<file path="config.mk">
export PLATFORM = sky130hd
export DESIGN_NAME = seq_divider
export DESIGN_NICKNAME = d
export VERILOG_FILES = /design/src/rtl/seq_divider.sv
export SDC_FILE = /design/constraint.sdc
export NUM_CORES = 1
export LEC_CHECK = 0
export ABC_CLOCK_PERIOD_IN_PS = 6400
export BUFFER_PORTS_ARGS = -buffer_cell sky130_fd_sc_hd__buf_2
export CORE_ASPECT_RATIO = 1.25
export CORE_UTILIZATION = 56
export DETAILED_ROUTE_END_ITERATION = 8
export PLACE_DENSITY = 0.88
export SLEW_MARGIN = 20
export SYNTH_ARGS = -nofsm -noshare
export SYNTH_HDL_FRONTEND = slang
export SYNTH_SLANG_ARGS = --single-unit
</file>
<file path="constraint.sdc">
create_clock -name clk_i -period 6.4 [get_ports clk_i]
set_clock_uncertainty 0.2 [all_clocks]
set_input_delay 0.96 -clock clk_i [delete_from_list [all_inputs] [get_ports clk_i]]
set_output_delay 0.96 -clock clk_i [all_outputs]
set_load 0.005 [all_outputs]
</file>
<file path="src/rtl/seq_divider.sv">
// seq_divider: iterative restoring divider, one quotient bit per clock.
// Runs the multi-cycle DIV/DIVU path. busy_o is high while iterating and
// done_o pulses for one cycle when quotient_o/remainder_o are valid.
// Optional feature macro: SIGNED_DIV_EN adds the signed_i port and
// signed (truncate toward zero) division via magnitude divide + fix-up.
module seq_divider #(
  parameter int WIDTH = 32
) (
  input  logic             clk_i,
  input  logic             rst_i,
  input  logic             start_i,
  input  logic [WIDTH-1:0] dividend_i,
  input  logic [WIDTH-1:0] divisor_i,
`ifdef SIGNED_DIV_EN
  input  logic             signed_i,
`endif
  output logic             busy_o,
  output logic             done_o,
  output logic             div_zero_o,
  output logic [WIDTH-1:0] quotient_o,
  output logic [WIDTH-1:0] remainder_o
);

  typedef enum logic [1:0] {IDLE, CALC, DONE} state_t;

  localparam int CW = $clog2(WIDTH);
  localparam logic [CW-1:0] LAST = CW'(WIDTH - 1);

  state_t           state_q, state_d;
  logic [CW-1:0]    count_q, count_d;
  // dvd_q shifts the dividend out of its top while quotient bits enter at the bottom
  logic [WIDTH-1:0] dvd_q, dvd_d;
  logic [WIDTH-1:0] rem_q, rem_d;
  logic [WIDTH-1:0] dsr_q, dsr_d;
  logic [WIDTH-1:0] quotient_q, quotient_d;
  logic [WIDTH-1:0] remainder_q, remainder_d;
  logic             div_zero_q, div_zero_d;
  logic             q_neg_q, q_neg_d;
  logic             r_neg_q, r_neg_d;

  logic             sgn;
  logic             a_neg, b_neg;
  logic [WIDTH-1:0] a_mag, b_mag;
  logic [WIDTH:0]   shifted;
  logic             ge;
  logic [WIDTH-1:0] diff, rem_next, dvd_next, q_fin, r_fin;

`ifdef SIGNED_DIV_EN
  assign sgn = signed_i;
`else
  assign sgn = 1'b0;
`endif

  // Operand magnitudes for a new request; the most negative value maps to
  // its own unsigned bit pattern, which is exactly its magnitude.
  always_comb begin
    a_neg = sgn & dividend_i[WIDTH-1];
    b_neg = sgn & divisor_i[WIDTH-1];
    a_mag = a_neg ? (~dividend_i + 1'b1) : dividend_i;
    b_mag = b_neg ? (~divisor_i + 1'b1) : divisor_i;
  end

  // One restoring step; the trial compare keeps the bit shifted out of rem
  // so divisors above 2^(WIDTH-1) are handled without overflow.
  always_comb begin
    shifted  = {rem_q, dvd_q[WIDTH-1]};
    ge       = (shifted >= {1'b0, dsr_q});
    diff     = shifted[WIDTH-1:0] - dsr_q;
    rem_next = ge ? diff : shifted[WIDTH-1:0];
    dvd_next = {dvd_q[WIDTH-2:0], ge};
    q_fin    = q_neg_q ? (~dvd_next + 1'b1) : dvd_next;
    r_fin    = r_neg_q ? (~rem_next + 1'b1) : rem_next;
  end

  // Next-state and datapath updates; results register only on DONE entry.
  always_comb begin
    state_d     = state_q;
    count_d     = count_q;
    dvd_d       = dvd_q;
    rem_d       = rem_q;
    dsr_d       = dsr_q;
    quotient_d  = quotient_q;
    remainder_d = remainder_q;
    div_zero_d  = div_zero_q;
    q_neg_d     = q_neg_q;
    r_neg_d     = r_neg_q;
    case (state_q)
      IDLE, DONE: begin
        if (start_i) begin
          if (divisor_i == '0) begin
            state_d     = DONE;
            quotient_d  = '1;
            remainder_d = dividend_i;
            div_zero_d  = 1'b1;
          end else begin
            state_d = CALC;
            count_d = '0;
            dvd_d   = a_mag;
            dsr_d   = b_mag;
            rem_d   = '0;
            q_neg_d = a_neg ^ b_neg;
            r_neg_d = a_neg;
          end
        end else if (state_q == DONE) begin
          state_d = IDLE;
        end
      end
      CALC: begin
        dvd_d   = dvd_next;
        rem_d   = rem_next;
        count_d = count_q + 1'b1;
        if (count_q == LAST) begin
          state_d     = DONE;
          quotient_d  = q_fin;
          remainder_d = r_fin;
          div_zero_d  = 1'b0;
        end
      end
      default: state_d = IDLE;
    endcase
  end

  // State and datapath registers; reset discards any operation in flight.
  always_ff @(posedge clk_i or posedge rst_i) begin
    if (rst_i) begin
      state_q     <= IDLE;
      count_q     <= '0;
      dvd_q       <= '0;
      rem_q       <= '0;
      dsr_q       <= '0;
      quotient_q  <= '0;
      remainder_q <= '0;
      div_zero_q  <= 1'b0;
      q_neg_q     <= 1'b0;
      r_neg_q     <= 1'b0;
    end else begin
      state_q     <= state_d;
      count_q     <= count_d;
      dvd_q       <= dvd_d;
      rem_q       <= rem_d;
      dsr_q       <= dsr_d;
      quotient_q  <= quotient_d;
      remainder_q <= remainder_d;
      div_zero_q  <= div_zero_d;
      q_neg_q     <= q_neg_d;
      r_neg_q     <= r_neg_d;
    end
  end

  assign busy_o      = (state_q == CALC);
  assign done_o      = (state_q == DONE);
  assign div_zero_o  = div_zero_q;
  assign quotient_o  = quotient_q;
  assign remainder_o = remainder_q;

endmodule

</file>
==> flow_summary.json <==
{
  "outcome": "finished clean",
  "endpoint_kind": "flop",
  "dpl.cell_count": 1304,
  "antenna_found_initial": 0,
  "power_mw": 7.03,
  "overflow": 0,
  "stdcell_count": 1335,
  "htree_num_levels": 4,
  "gp_congestion": 0.935,
  "ys_seq_area_frac": 0.473,
  "path_max_fanout": 66,
  "synth_edf_count": 0,
  "slowest_stage": "inv_2",
  "async_flop_share": 1.00,
  "worstHoldPathType": "flop to flop",
  "finalHoldViolCount": 0,
  "final_nets": 1213,
  "core_area_um2": 15600,
  "ys_warn_count": 0,
  "ant_nets": 0,
  "slew_headroom": 0.292,
  "vias": 7965,
  "crit_arrival_ns": 4.19,
  "ctsHoldBuffers": 0,
  "required_ns": 6.56,
  "peakVddDrop_uv": 283,
  "max_freq_mhz": 248,
  "crit_type": "input pin to flop",
  "antennaDiodeCount": 0,
  "yosysMostFrequentCell": "dfrtp_1",
  "syn_to_final_growth_pct": 15.7,
  "cts_buffer_depth": 2,
  "numClockSinks": 168,
  "cp_slowest_stage_delay_ns": 0.78,
  "rsz0062_at_grt": "false",
  "cts_inserted_buffers": 17,
  "io_pins": 134,
  "clockRootBuffer": "clkbuf_16",
  "tns_ns": 0,
  "wirelength_um": 22800,
  "place_hpwl_um": 16500,
  "p_per_area_nw_per_um2": 685,
  "die_area_um2": 16400,
  "drive_gt1_frac": 0.171,
  "clock_latency_ns": 0.44,
  "start_kind": "input pin",
  "initial_core_util": 0.570,
  "die_h_um": 143,
  "vias_per_cell": 5.97,
  "track_usage": 0.293,
  "leakagePower_nw": 4.58,
  "cts_tree": "yes",
  "utilization": 0.660,
  "synthTopCellsByCount": "dfrtp_1 (168), nand2_1 (164), nor2_1 (102), a21oi_1 (98), o21ai_0 (73)",
  "synthFlopType": "dfrtp_1",
  "drc": 0,
  "grt_pass1_wl_um": 36900,
  "period_share": 0.630,
  "crit_path_cell_trace": "buf_2 > nor4_1 > nand4_1 > nor2_1 > a21oi_1 > buf_4 > inv_2 > buf_4 > nor2_1 > a21oi_1",
  "ys_ff_latch": 168,
  "maxCapViolations": 0,
  "cts-resized-gates": 0,
  "slew_violations": 0,
  "synthCells": 1014,
  "grt_pass1_vias": 7472,
  "ys_types": 60,
  "path_clk_slew_ns": 0.06,
  "dieWidth_um": 115,
  "row_count": 51,
  "dr.pass1.iters": 5,
  "setup_viol": 0,
  "worst_slew_pin_slew_ns": 1.06,
  "synth_top_area_cell": "dfrtp_1",
  "routedWlPerCell_um": 17.1,
  "drtIter0Drc": 718,
  "synth.avg_cell_area_um2": 8.76,
  "synth_area_leaders": "dfrtp_1 (47%), nand2_1 (6.9%), a21oi_1 (5.5%)",
  "finalCriticalPeriod_ns": 4.03,
  "numPortBuffers": 133,
  "post_cts_buffers": 0,
  "synth.top_cell.area_share": 0.473,
  "synth_area_um2": 8880,
  "grt_max_degree": 110,
  "syn-num-nets": 1116
}
==> cells in the final DEF, fill, tap and decap left out, drive strengths merged, types with 16 or more instances in the layout <==
master,instances
o21ai,77
a21oi,99
dfrtp,168
buf,142
nand3,52
nor2,102
xnor2,16
nand2,164
clkbuf,19
ha,34
a31oi,46
inv,44
==> report_power, final <==
part / internal [mW] / switching [mW]
Sequential: 1.57 / 0.321
Combinational: 1.55 / 2.48
Clock: 0.668 / 0.441
Total: 3.80 / 3.24
==> layer usage <==
layer | vias to the layer above | track usage | wire length (um)
met3 | 60 | 0.0628 | 1460
met4 | 0 | 0.123 | 713
li1 | 3764 | - | -
met5 | - | 0 | 0
met2 | 342 | 0.459 | 10700
met1 | 3799 | 0.394 | 9890
==> layout make-up <==
cell class                 count  area (um2)
clock buffer                  19         443
clock inverter                12         185
fill                        1314        5300
inverter                      38         148
multi-input combinational    744        4300
sequential                   168        4200
tap                          212         265
timing repair buffer         142         733
==> worst max-delay path: cells and delay by family <==
family	cells	cell delay, ns
and+or+nand+nor	4	1.34
buffers and inverters	4	1.55
AOI/OAI and AO/OA	2	0.28
==> worst paths after layout <==
path                                     from               to  slack [ns]  cells past startpoint
worst max register to register       rem_q[7]        rem_q[21]        2.52                     10
worst min register to register     div_zero_o       div_zero_o        0.27                      2
min in group asynchronous               rst_i  remainder_o[25]        0.53                      2
max in group asynchronous               rst_i        dvd_q[17]        4.17                      3
worst min-delay path               div_zero_o       div_zero_o        0.27                      2
worst max-delay path            divisor_i[24]   quotient_o[30]        2.37                     10
==> per-stage QoR <==
step                      hold slack [ns]  worst slack [ns]  area, um2
final                               0.275              2.37      10300
after global routing                0.294              2.15      10300
after CTS                           0.278              2.41      10300
after detailed placement            0.261              2.02       9650
after global placement              0.259              2.15       9650
after floorplan                     0.250             0.693       8880
==> sequential cells by signal, summed over array words and instances (netlist names) <==
signal / cells
count_q: 5
div_zero_o: 1
dsr_q: 32
dvd_q: 32
quotient_o: 32
rem_q: 32
remainder_o: 32
state_q: 2
==> logic make-up after synthesis <==
kind of cell    count (synthesis)  share of synthesized area
fa+ha+maj                      35                     0.0502
mux                            15                     0.0178
buf+inv                       102                     0.0459
flops                         168                      0.473
compound gates                290                      0.201
simple gates                  374                      0.182
xor+xnor                       30                     0.0296
Note: power is estimated with default switching activity, not from simulation.
